===== src/rtl/imem_dmem_arbiter.sv =====
// Arbiter sharing one fixed-latency unified memory between fetch (IF) and memory-stage (DM) ports.
// Optional wait-cycle counters are enabled with `define ARB_PERF_CNT_EN.
module imem_dmem_arbiter #(
    parameter int ADDR_W     = 32,
    parameter int DATA_W     = 32,
    parameter int MEM_LAT    = 2,
    parameter int STARVE_MAX = 2
) (
    input  logic              clk,
    input  logic              rst,
    input  logic              if_req,
    input  logic [ADDR_W-1:0] if_addr,
    output logic              if_gnt,
    output logic              if_rvalid,
    output logic [DATA_W-1:0] if_rdata,
    input  logic              dm_req,
    input  logic              dm_we,
    input  logic [ADDR_W-1:0] dm_addr,
    input  logic [DATA_W-1:0] dm_wdata,
    output logic              dm_gnt,
    output logic              dm_rvalid,
    output logic [DATA_W-1:0] dm_rdata,
    output logic              mem_en,
    output logic              mem_we,
    output logic [ADDR_W-1:0] mem_addr,
    output logic [DATA_W-1:0] mem_wdata,
    input  logic [DATA_W-1:0] mem_rdata,
    output logic              stall_f,
    output logic              stall_m
`ifdef ARB_PERF_CNT_EN
    ,
    output logic [31:0]       if_wait_cnt,
    output logic [31:0]       dm_wait_cnt
`endif
);

    localparam int CNT_W = $clog2(MEM_LAT + 1);
    localparam int SW    = $clog2(STARVE_MAX + 1);

    typedef enum logic [1:0] {S_IDLE, S_ISSUE, S_WAIT} state_t;

    state_t            state, state_next;
    logic [CNT_W-1:0]  wait_cnt;
    logic [SW-1:0]     starve_cnt;
    logic              owner_dm;
    logic              req_we;
    logic [ADDR_W-1:0] req_addr;
    logic [DATA_W-1:0] req_wdata;
    logic              if_win;
    logic              last_wait;

    always_comb begin
        state_next = state;
        if_gnt     = 1'b0;
        dm_gnt     = 1'b0;
        if_win     = if_req & (~dm_req | (starve_cnt == SW'(STARVE_MAX)));
        case (state)
            S_IDLE: begin
                // Grants are suppressed while reset is held so outputs stay 0.
                if (rst && (if_req || dm_req)) begin
                    if_gnt     = if_win;
                    dm_gnt     = ~if_win;
                    state_next = S_ISSUE;
                end
            end
            S_ISSUE: state_next = S_WAIT;
            S_WAIT:  if (wait_cnt == CNT_W'(1)) state_next = S_IDLE;
            default: state_next = S_IDLE;
        endcase
    end

    always_ff @(posedge clk or negedge rst) begin
        if (!rst) begin
            state      <= S_IDLE;
            wait_cnt   <= '0;
            starve_cnt <= '0;
            owner_dm   <= 1'b0;
            req_we     <= 1'b0;
            req_addr   <= '0;
            req_wdata  <= '0;
        end else begin
            state <= state_next;
            if (if_gnt || dm_gnt) begin
                owner_dm  <= dm_gnt;
                req_we    <= dm_gnt & dm_we;
                req_addr  <= dm_gnt ? dm_addr : if_addr;
                req_wdata <= dm_gnt ? dm_wdata : '0;
                if (if_gnt)
                    starve_cnt <= '0;
                else if (if_req && starve_cnt != SW'(STARVE_MAX))
                    starve_cnt <= starve_cnt + SW'(1);
            end
            if (state == S_ISSUE)
                wait_cnt <= CNT_W'(MEM_LAT);
            else if (state == S_WAIT)
                wait_cnt <= wait_cnt - CNT_W'(1);
        end
    end

    assign last_wait = (state == S_WAIT) && (wait_cnt == CNT_W'(1));
    assign if_rvalid = last_wait & ~owner_dm;
    assign dm_rvalid = last_wait & owner_dm;
    assign if_rdata  = if_rvalid ? mem_rdata : '0;
    assign dm_rdata  = (dm_rvalid && !req_we) ? mem_rdata : '0;

    assign mem_en    = (state == S_ISSUE);
    assign mem_we    = mem_en & req_we;
    assign mem_addr  = req_addr;
    assign mem_wdata = req_wdata;

    assign stall_f   = rst & if_req & ~if_rvalid;
    assign stall_m   = rst & dm_req & ~dm_rvalid;

`ifdef ARB_PERF_CNT_EN
    always_ff @(posedge clk or negedge rst) begin
        if (!rst) begin
            if_wait_cnt <= '0;
            dm_wait_cnt <= '0;
        end else begin
            if (stall_f && if_wait_cnt != '1) if_wait_cnt <= if_wait_cnt + 32'd1;
            if (stall_m && dm_wait_cnt != '1) dm_wait_cnt <= dm_wait_cnt + 32'd1;
        end
    end
`endif

endmodule


===== config.mk =====
export PLATFORM = sky130hd
export DESIGN_NAME = imem_dmem_arbiter
export DESIGN_NICKNAME = d
export VERILOG_FILES = /design/src/rtl/imem_dmem_arbiter.sv
export SDC_FILE = /design/constraint.sdc
export NUM_CORES = 1
export LEC_CHECK = 0
export ABC_AREA = 1
export BUFFER_PORTS_ARGS = -buffer_cell sky130_fd_sc_hd__buf_2
export CAP_MARGIN = 40
export CORE_ASPECT_RATIO = 0.75
export CORE_MARGIN = 3
export CORE_UTILIZATION = 30
export CTS_BUF_LIST = sky130_fd_sc_hd__clkbuf_4 sky130_fd_sc_hd__clkbuf_8 sky130_fd_sc_hd__clkbuf_16
export DETAILED_ROUTE_END_ITERATION = 6
export HOLD_SLACK_MARGIN = 0.15
export PLACE_DENSITY = 0.62
export SKIP_CTS_REPAIR_TIMING = 1
export SYNTH_ARGS = -nofsm -noshare
export SYNTH_HDL_FRONTEND = slang
export SYNTH_SLANG_ARGS = --single-unit

===== constraint.sdc =====
create_clock -name clk -period 1.6 [get_ports clk]
set_input_delay 0.08 -clock clk [delete_from_list [all_inputs] [get_ports clk]]
set_output_delay 0.08 -clock clk [all_outputs]
set_load 0.01 [all_outputs]

### Word level (Yosys, flattened, before mapping)

Cells that the tools add are included.
Widths: inputs -> output; s select.

* flip-flop bits (word level): 72
* bits of input ports: 133
* output and inout port bits: 136
* word-level logic and storage cells: 58

* reductions and logical operators: 12
* multiplexer cells: 15
* bitwise gates (word level): 15
* add/sub/neg operators: 2
* eq/ne operators: 7

Operator list (number)
* $mux 32: 4
* $mux 2: 6
* $and 1x1->1: 9
* $ne 2x2->1 const B: 3
* $pmux 2 s3: 1
* $not 1->1: 5
* $eq 2x1->1 const B: 2
* $eq 2x2->1 const B: 2
* $logic_and 1x1->1: 4
* $mux 1: 4
* $reduce_and 2->1: 2
* $reduce_bool 2->1: 2
* $add 2x1->2 const B: 1
* $logic_not 2->1: 1
* $logic_or 1x1->1: 2
* $sub 2x1->2 const B: 1
* $logic_not 1->1: 1
* $or 1x1->1: 1

### Logic depth before layout (Yosys ltp)

Gate-level depths: netlist (run 1).

* depth in word-level cells: 8
* mapped depth: 10
* gate-level depth less buffers: 9

### Worst setup path before layout (run 1)

OpenSTA, ideal clock, no wires.

* path type: flip-flop to output port
* start point: register state[0]
* end point: output dm_rdata[0]
* setup slack: 0.138 ns
* arrival time: 1.382 ns
* buffers on the path: 2
* stages on the path, launching flop included: 8
* required time: 1.520 ns
* cells stage by stage: dfrtp_1 > inv_1 > ha_1 > nand3_1 > or2_1 > clkbuf_1 > buf_2 > nor2_1

* word-level cells in the longest chain between the ends: 5

Ends and longest elaborated chain
* start: declaration: line 42 `state_t state, state_next;`
* start signal: assignment: line 82 `state <= state_next;`
* $eq 2x2->1: line 100 `assign last_wait = (state == S_WAIT) && (wait_cnt == CNT_W'(1));`
* $logic_and 1x1->1: line 100
* $and 1x1->1: line 102 `assign dm_rvalid = last_wait & owner_dm;`
* $logic_and 1x1->1: line 104 `assign dm_rdata = (dm_rvalid && !req_we) ? mem_rdata : '0;`
* $mux 32: line 104
* end: declaration: line 22 `output logic [DATA_W-1:0] dm_rdata,`

Every way passes these cells.

### Worst setup path after layout (run 1)

* start point: register state[0]
* end point: output dm_rdata[10]

The elaborated chain is that of the path after synthesis.

==> flow_summary.json, run 1 <==
{
  "cts_sinks": 72,
  "seq_area_frac_synth": 0.496,
  "dr.pass1.iters": 5,
  "die_width_um": 133,
  "wire_per_inst_um": 14.8,
  "skew_ps": 6.02,
  "fin_crit_sh": 1.17,
  "hold_class": "in2async",
  "grt_pass1_vias": 3838,
  "powerDensity_mw_per_mm2": 1350,
  "io_buffers": 268,
  "drc": 0,
  "hold_viol": 0,
  "crit_chain": "inv_2 > ha_4 > nand3_2 > or2_4 > clkbuf_16 > nor2_1 > buf_2",
  "cts_tree": "done",
  "yosys_warnings": 0,
  "fillCellCount": 981,
  "clkTransAtPathRegs_ps": 60,
  "fp.coreArea_mm2": 0.0117,
  "worst_r2r_path_depth": 6,
  "slowest_stage": "dfrtp_1",
  "worst_pin_slew_ps": 344,
  "slowest_delay_ps": 400,
  "leakagePower_nw": 3.86,
  "place.gp.congestion": 0.878,
  "status": "finished with violations",
  "vias_per_cell": 4.64,
  "clk_path_buf_depth": 2,
  "layout-drive-gt1-share": 0.396,
  "violations": "negative setup slack",
  "ant_nets": 0,
  "io_pins": 269,
  "worstPathMaxFanout": 8,
  "grt_overflow": 0,
  "slew_violations": 0,
  "synthTopCellsByArea": "dfrtp_1 (50%), nand2_1 (15%), nand3_1 (9.5%)",
  "placed_area_mm2": 0.00520,
  "vdd_drop_max_v": 0.000771,
  "r2r-start": "state[1]$_DFFE_PN0P_",
  "rows": 34,
  "whs_ps": 170,
  "ys_types": 18,
  "num_antenna_cells": 0,
  "grt_max_degree": 62,
  "cts_max_level": 3,
  "cts_root_buf": "clkbuf_16",
  "area_delta_synth_final_pct": 88.8,
  "track_usage": 0.176,
  "start_kind": "flip-flop",
  "finalNetCount": 980,
  "dpl.hpwl_mm": 9.67,
  "drv_cap": 0,
  "setup.worst_path.start": "state[0]$_DFFE_PN0P_",
  "drtIter0Drc": 211,
  "slew_headroom": 0.770,
  "critPathArrivalTime_ps": 1800,
  "setup_viol": 40,
  "wirelength_mm": 14.9,
  "vias": 4680,
  "synthCells": 480,
  "antenna_found_initial": 0,
  "fin_setup_tns_ps": -6410,
  "die_area_mm2": 0.0135,
  "numCtsBuffers": 9,
  "critPathRequiredTime_ps": 1520,
  "clock_latency_ps": 320,
  "r2r_slack_ps": -30,
  "synth_area_mm2": 0.00363,
  "synth_nets": 618,
  "die_h_um": 101,
  "yosys.area.top_type": "dfrtp_1",
  "setup_ws_ps": -277,
  "post-route-min-period_ps": 1880,
  "design_area_mm2": 0.00686,
  "netlist.area_leader.share": 0.496,
  "grt_pass1_wl_mm": 19.2,
  "start_util": 0.311,
  "end_kind": "output pin",
  "critPathKind": "reg2out",
  "rr_endpoint": "state[0]$_DFFE_PN0P_",
  "rsz0062_at_grt": "yes",
  "fmax_ghz": 0.533,
  "syn_avg_cell_area_um2": 7.57,
  "ys_ff_latch": 72
}
-- critical path: cells and delay by family, from the launching register on --
| kind | cells | cell delay (ps) |
|---|---|---|
| adder cells (fa/ha/maj) | 1 | 140 |
| flip-flops | 1 | 400 |
| AND/OR/NAND/NOR | 3 | 510 |
| buffers and inverters | 3 | 420 |
-- cell usage in the layout, fill, tap and decap left out, drive strengths merged, types with 5 or more instances in the layout --
master | Yosys | final
nand4 | 33 | 33
nand3 | 69 | 69
o21ai | 5 | 5
clkbuf | 14 | 12
buf | 19 | 283
ha | 5 | 5
dfrtp | 72 | 72
dlygate4sd3 | 0 | 99
nor2 | 70 | 70
nand2 | 145 | 145
inv | 45 | 46
-- report_power, final --
group / leakage [nW] / switching (mW) / internal [mW]
Sequential: 0.904 / 0.499 / 2.64
Clock: 0.153 / 0.754 / 1.39
Combinational: 2.81 / 2.29 / 1.69
-- synthesized netlist by cell type, drive strengths merged --
cell    number
or2          1
ha           5
inv         45
mux2         1
dfrtp       72
a21oi        1
o21ai        5
buf         19
nand4       33
nand2      145
nand3       69
nor2        70
clkbuf      14
-- layer usage --
layer / global-route usage / up-vias / wire length, µm
met1: 0.219 / 2137 / 5540
met4: 0.0411 / 0 / 332
met3: 0.0422 / 36 / 995
li1: - / 2242 / -
met2: 0.312 / 265 / 8040
met5: 0 / - / 0
-- flip-flops by register name (all words and copies together) (netlist names) --
signal / count
mem_addr: 32
state: 2
wait_cnt: 2
starve_cnt: 2
req_we: 1
owner_dm: 1
mem_wdata: 32
-- metrics by stage --
stage	total power [mW]	setup WS (ps)	util	instances
after floorplan	5.11	138	-	480
final	9.27	-277	0.587	1009
after global placement	6.59	125	0.442	889
after CTS	8.90	-255	0.472	906
after global routing	9.93	-356	0.587	1009
after detailed placement	6.70	21.4	0.445	890
-- final cells by class --
class,count,area (µm²),area share
repair buffers,384,2690,0.392
flip-flops and latches,72,1800,0.262
multi-input cells,330,1670,0.244
clock buffers,10,233,0.0339
well taps,162,203,0.0295
inverters,45,169,0.0246
clock inverters,6,92.6,0.0135
-- cell families (layout without fill, tap and decap cells) --
family | Yosys count | after routing | share of synthesized area
AND/OR/NAND/NOR | 318 | 318 | 0.385
buffers and inverters | 78 | 445 | 0.0905
flip-flops | 72 | 72 | 0.496
AO/OA/AOI/OAI | 6 | 6 | 0.00826
adder cells (fa/ha/maj) | 5 | 5 | 0.0172
multiplexers | 1 | 1 | 0.00310
-- how the worst max path moves through the flow --
stage	endpoint	slack [ps]	cells past startpoint
after global routing	dm_rdata[10]	-360	7
after detailed placement	state[0]$_DFFE_PN0P_	20	6
after floorplan	dm_rdata[0]	140	7
after CTS	dm_rdata[7]	-250	7
after global placement	state[0]$_DFFE_PN0P_	120	6
final	dm_rdata[10]	-280	7
Note: power is estimated with default switching activity, not from simulation.
==> run 2, diff against run 1 <==
--- a/config.mk
+++ b/config.mk
@@ -15,6 +15,7 @@
 export DETAILED_ROUTE_END_ITERATION = 6
 export HOLD_SLACK_MARGIN = 0.15
 export PLACE_DENSITY = 0.62
+export RECOVER_POWER = 50
 export SKIP_CTS_REPAIR_TIMING = 1
 export SYNTH_ARGS = -nofsm -noshare
 export SYNTH_HDL_FRONTEND = slang
==> flow_summary.json, run 2 (synthesis results as in run 1) <==
{
  "wl_met1_mm": 5.50,
  "final_cell_mix": "buf_2 (186), nand2_1 (141), dlygate4sd3_1 (99)",
  "cts_max_level": 3,
  "end_kind": "output pin",
  "critPathArrivalTime_ps": 1800,
  "setup_viol": 40,
  "start_util": 0.311,
  "vias": 4689,
  "setup_ws_ps": -279,
  "area_delta_synth_final_pct": 86.4,
  "grt_max_degree": 62,
  "wirelength_mm": 14.9,
  "cts_tree": "done",
  "status": "finished with violations",
  "die_area_mm2": 0.0135,
  "critPathRequiredTime_ps": 1520,
  "vias_per_cell": 4.65,
  "clkTransAtPathRegs_ps": 60,
  "grt_overflow": 0,
  "whs_ps": 189,
  "final_common_cell": "buf_2",
  "placedCellCount": 890,
  "routed.top_layer": "met4",
  "track_usage": 0.176,
  "fmax_ghz": 0.532,
  "vdd_drop_max_v": 0.000769,
  "placed_area_mm2": 0.00520,
  "design_area_mm2": 0.00678,
  "slew_headroom": 0.560,
  "slew_violations": 0,
  "drc": 0,
  "io_pins": 269,
  "met3WireLength_mm": 1.03,
  "cts_sinks": 72,
  "violations": "negative setup slack",
  "clk_path_buf_depth": 2,
  "leakagePower_nw": 3.64,
  "dpl.hpwl_mm": 9.67,
  "cts_root_buf": "clkbuf_16",
  "clock_latency_ps": 320,
  "die_h_um": 101,
  "post-route-min-period_ps": 1880,
  "io_buffers": 268,
  "place.gp.congestion": 0.878,
  "hold_class": "in2reg",
  "finalNetCount": 980,
  "fp.coreArea_mm2": 0.0117,
  "die_width_um": 133,
  "fillCellCount": 1010,
  "hold_viol": 0,
  "grt_pass1_vias": 3838,
  "grt_pass1_wl_mm": 19.2,
  "drv_cap": 0,
  "dr.pass1.iters": 5,
  "fin_crit_sh": 1.17,
  "wl_met2_mm": 7.99,
  "antenna_found_initial": 0,
  "powerDensity_mw_per_mm2": 1340,
  "critPathKind": "reg2out",
  "worstPathMaxFanout": 8,
  "rsz0062_at_grt": "yes",
  "wire_per_inst_um": 14.8,
  "num_antenna_cells": 0,
  "finalNonFillerCells": 1009,
  "skew_ps": 6.59,
  "drtIter0Drc": 225,
  "numCtsBuffers": 9,
  "layout-drive-gt1-share": 0.318,
  "rows": 34,
  "worst_pin_slew_ps": 659,
  "start_kind": "flip-flop",
  "ant_nets": 0
}
-- run 2: layer usage --
layer,up-vias,GRT usage
met5,-,0
met4,0,0.0411
met3,37,0.0422
met2,275,0.312
met1,2135,0.219
li1,2242,-
-- run 2: worst paths after layout --
check / from / to / slack [ps] / depth (start not counted)
worst min register to register: mem_wdata[7]$_DFFE_PN0P_ / mem_wdata[7]$_DFFE_PN0P_ / 480 / 2
worst min-delay path: if_req / owner_dm$_DFFE_PN0P_ / 190 / 4
worst max-delay path: state[0]$_DFFE_PN0P_ / dm_rdata[10] / -280 / 7
worst max register to register: state[1]$_DFFE_PN0P_ / state[0]$_DFFE_PN0P_ / -30 / 6
min in group asynchronous: rst / state[0]$_DFFE_PN0P_ / 310 / 2
max in group asynchronous: rst / mem_wdata[22]$_DFFE_PN0P_ / 150 / 4
-- run 2: worst max-delay path, cell delays in order (launching register included) --
cell and delay (ps):
dfrtp_1 400, inv_2 90, ha_4 140, nand3_2 80, or2_4 300, clkbuf_16 180, nor2_1 130, buf_2 160
-- run 2: stage by stage --
step	power (mW)	utilization	worst slack (ps)	setup TNS [ps]
CTS	8.90	0.472	-255	-8700
global route	9.75	0.579	-356	-14430
floorplan	5.11	-	138	0
finish	9.09	0.579	-279	-6450
detailed placement	6.70	0.445	21.4	0
global placement	6.59	0.442	125	0
-- run 2: layout make-up --
class                      instances  area (µm²)  area share
timing repair buffer             384        2610       0.385
sequential                        72        1800       0.266
multi-input combinational        330        1670       0.247
clock buffer                      10         233      0.0343
tap                              162         203      0.0299
inverter                          45         169      0.0249
clock inverter                     6        92.6      0.0137
-- run 2: power by group --
group / internal [mW] / switching, mW
Combinational: 1.49 / 2.29
Clock: 1.39 / 0.755
Sequential: 2.64 / 0.516
==> run 3, diff against run 2 <==
--- a/config.mk
+++ b/config.mk
@@ -5,7 +5,7 @@
 export SDC_FILE = /design/constraint.sdc
 export NUM_CORES = 1
 export LEC_CHECK = 0
-export ABC_AREA = 1
+export ABC_AREA = 0
 export BUFFER_PORTS_ARGS = -buffer_cell sky130_fd_sc_hd__buf_2
 export CAP_MARGIN = 40
 export CORE_ASPECT_RATIO = 0.75
@@ -14,7 +14,7 @@
 export CTS_BUF_LIST = sky130_fd_sc_hd__clkbuf_4 sky130_fd_sc_hd__clkbuf_8 sky130_fd_sc_hd__clkbuf_16
 export DETAILED_ROUTE_END_ITERATION = 6
 export HOLD_SLACK_MARGIN = 0.15
-export PLACE_DENSITY = 0.62
+export PLACE_DENSITY = 0.63
 export RECOVER_POWER = 50
 export SKIP_CTS_REPAIR_TIMING = 1
 export SYNTH_ARGS = -nofsm -noshare
==> flow_summary.json, run 3 <==
{
  "ys_types": 26,
  "dr.pass1.iters": 7,
  "critPathKind": "reg2out",
  "rsz0062_at_grt": "yes",
  "vdd_drop_max_v": 0.00101,
  "die_area_mm2": 0.0127,
  "slowest_delay_ps": 390,
  "syn_avg_cell_area_um2": 11.5,
  "design_area_mm2": 0.00675,
  "synthTopCellsByArea": "dfrtp_1 (53%), and2_1 (18%), a221o_1 (9.4%)",
  "vias": 3898,
  "finalPower_mw": 9.38,
  "cts_tree": "done",
  "critPathArrivalTime_ps": 1790,
  "die_width_um": 129,
  "clkTransAtPathRegs_ps": 50,
  "die_h_um": 98.4,
  "area_delta_synth_final_pct": 97.8,
  "fin_util": 0.612,
  "crit_chain": "inv_2 > buf_6 > ha_4 > nand3_4 > nor2_4 > buf_6 > and2_4 > buf_6",
  "io_pins": 269,
  "status": "finished with violations",
  "drtIter0Drc": 123,
  "crit_buf_inv": 4,
  "cts_root_buf": "clkbuf_16",
  "num_antenna_cells": 0,
  "wirelength_mm": 13.8,
  "netlist.area_leader.share": 0.528,
  "critPathRequiredTime_ps": 1520,
  "synth-async-reset-ratio": 1.00,
  "wire_per_inst_um": 16.8,
  "place_ws_ps": -14.2,
  "yosys_warnings": 0,
  "fp.coreArea_mm2": 0.0110,
  "synth_edf_count": 0,
  "start_kind": "flip-flop",
  "track_usage": 0.166,
  "antenna_found_initial": 0,
  "fillCellCount": 911,
  "powerDensity_mw_per_mm2": 1390,
  "hold_class": "in2reg",
  "worstPathMaxFanout": 8,
  "drc": 0,
  "cts_sinks": 72,
  "leakagePower_nw": 3.59,
  "synthCells": 296,
  "synth_nets": 434,
  "whs_ps": 256,
  "synth_area_mm2": 0.00341,
  "yosys_most_used_dff": "dfrtp_1",
  "grt_overflow": 0,
  "grt_pass1_wl_mm": 16.7,
  "fin_crit_sh": 1.17,
  "layout-drive-gt1-share": 0.508,
  "setup_viol": 103,
  "clk_path_buf_depth": 2,
  "rows": 33,
  "violations": "negative setup slack",
  "fmax_ghz": 0.534,
  "worst_pin_slew_ps": 938,
  "final_common_cell": "buf_2",
  "drv_cap": 0,
  "hold_viol": 0,
  "cts_max_level": 3,
  "post-route-min-period_ps": 1870,
  "end_kind": "output pin",
  "synth_commonest_cells": "and2_1 (97), dfrtp_1 (72), a22o_1 (33)",
  "vias_per_cell": 4.74,
  "slew_violations": 0,
  "start_util": 0.310,
  "slowest_stage": "dfrtp_1",
  "io_buffers": 268,
  "place.gp.congestion": 0.778,
  "setup_ws_ps": -272,
  "ys_ff_latch": 72,
  "dpl.hpwl_mm": 8.47,
  "finalNetCount": 817,
  "yosys.area.top_type": "dfrtp_1",
  "grt_pass1_vias": 3301,
  "clock_latency_ps": 330,
  "placed_area_mm2": 0.00502,
  "synth_most_common_cell": "and2_1",
  "skew_ps": 6.72,
  "grt_max_degree": 38,
  "numCtsBuffers": 9,
  "seq_area_frac_synth": 0.528,
  "final_cell_mix": "buf_2 (236), dlygate4sd3_1 (99), dfrtp_1 (72)",
  "slew_headroom": 0.375,
  "critPathTopFamily": "simple AND/OR/NAND/NOR gates",
  "cp_common_cell": "buf_6",
  "ant_nets": 0
}
[run 3: cell types whose count changed in the layout (fill, tap and decap cells not counted), sizes merged, moves of 32 or more]
cell / change
a22o: +33
clkbuf: -58
and2: +97
buf: +72
a221o: +32
inv: -40
nand3: -66
nand4: -33
nand2: -143
nor2: -67
[run 3: path summary, 6_finish.rpt]
path / cells after the start / slack, ps / endpoint / startpoint
max in group asynchronous: 3 / 400 / mem_addr[7]$_DFFE_PN0P_ / rst
min in group asynchronous: 3 / 440 / owner_dm$_DFFE_PN0P_ / rst
hold reg to reg: 1 / 490 / mem_wdata[14]$_DFFE_PN0P_ / mem_wdata[14]$_DFFE_PN0P_
setup / recovery: 8 / -270 / dm_rdata[5] / state[0]$_DFFE_PN0P_
setup reg to reg: 8 / -110 / mem_addr[14]$_DFFE_PN0P_ / state[0]$_DFFE_PN0P_
hold / removal: 4 / 260 / state[0]$_DFFE_PN0P_ / rst
[run 3: cell families (layout without fill, tap and decap cells)]
kind of cell,count (synthesis),count (layout),synth area share
buf+inv,31,418,0.0506
simple gates,111,111,0.198
flops,72,72,0.528
mux,2,2,0.00660
compound gates,75,75,0.198
fa+ha+maj,5,5,0.0183
[run 3: metal layers]
layer	wire, µm	up-vias	GRT usage
met2	7020	156	0.253
met4	223	0	0.0492
li1	-	1831	-
met5	0	-	0
met3	886	20	0.0498
met1	5670	1891	0.227
[run 3: cell type report]
cell class / instances / area (µm²) / area share
clock buffers: 11 / 246 / 0.0365
clock inverters: 4 / 45.0 / 0.00667
inverters: 6 / 22.5 / 0.00334
multi-input cells: 193 / 1580 / 0.235
flip-flops and latches: 72 / 1800 / 0.267
well taps: 140 / 175 / 0.0259
repair buffers: 397 / 2880 / 0.426
[run 3: power by group]
| group | total [mW] | switching (mW) | leakage [nW] | internal, mW |
|---|---|---|---|---|
| clock | 1.96 | 0.710 | 0.149 | 1.25 |
| sequential | 3.23 | 0.522 | 0.909 | 2.70 |
| combinational | 4.20 | 1.95 | 2.53 | 2.25 |
[run 3: metrics by stage]
step | TNS (ps) | instances
floorplan | 0 | 296
global placement | 0 | 696
detailed placement | -14.2 | 696
CTS | -18350 | 711
global route | -24580 | 823
finish | -18130 | 823
[run 3: worst reg2reg max path: cells and delay by family (launching register included)]
family                   cells  cell delay, ps
adder cells (fa/ha/maj)      1             170
AO/OA/AOI/OAI                2             420
AND/OR/NAND/NOR              1             120
buffers and inverters        4             500
flip-flops                   1             370
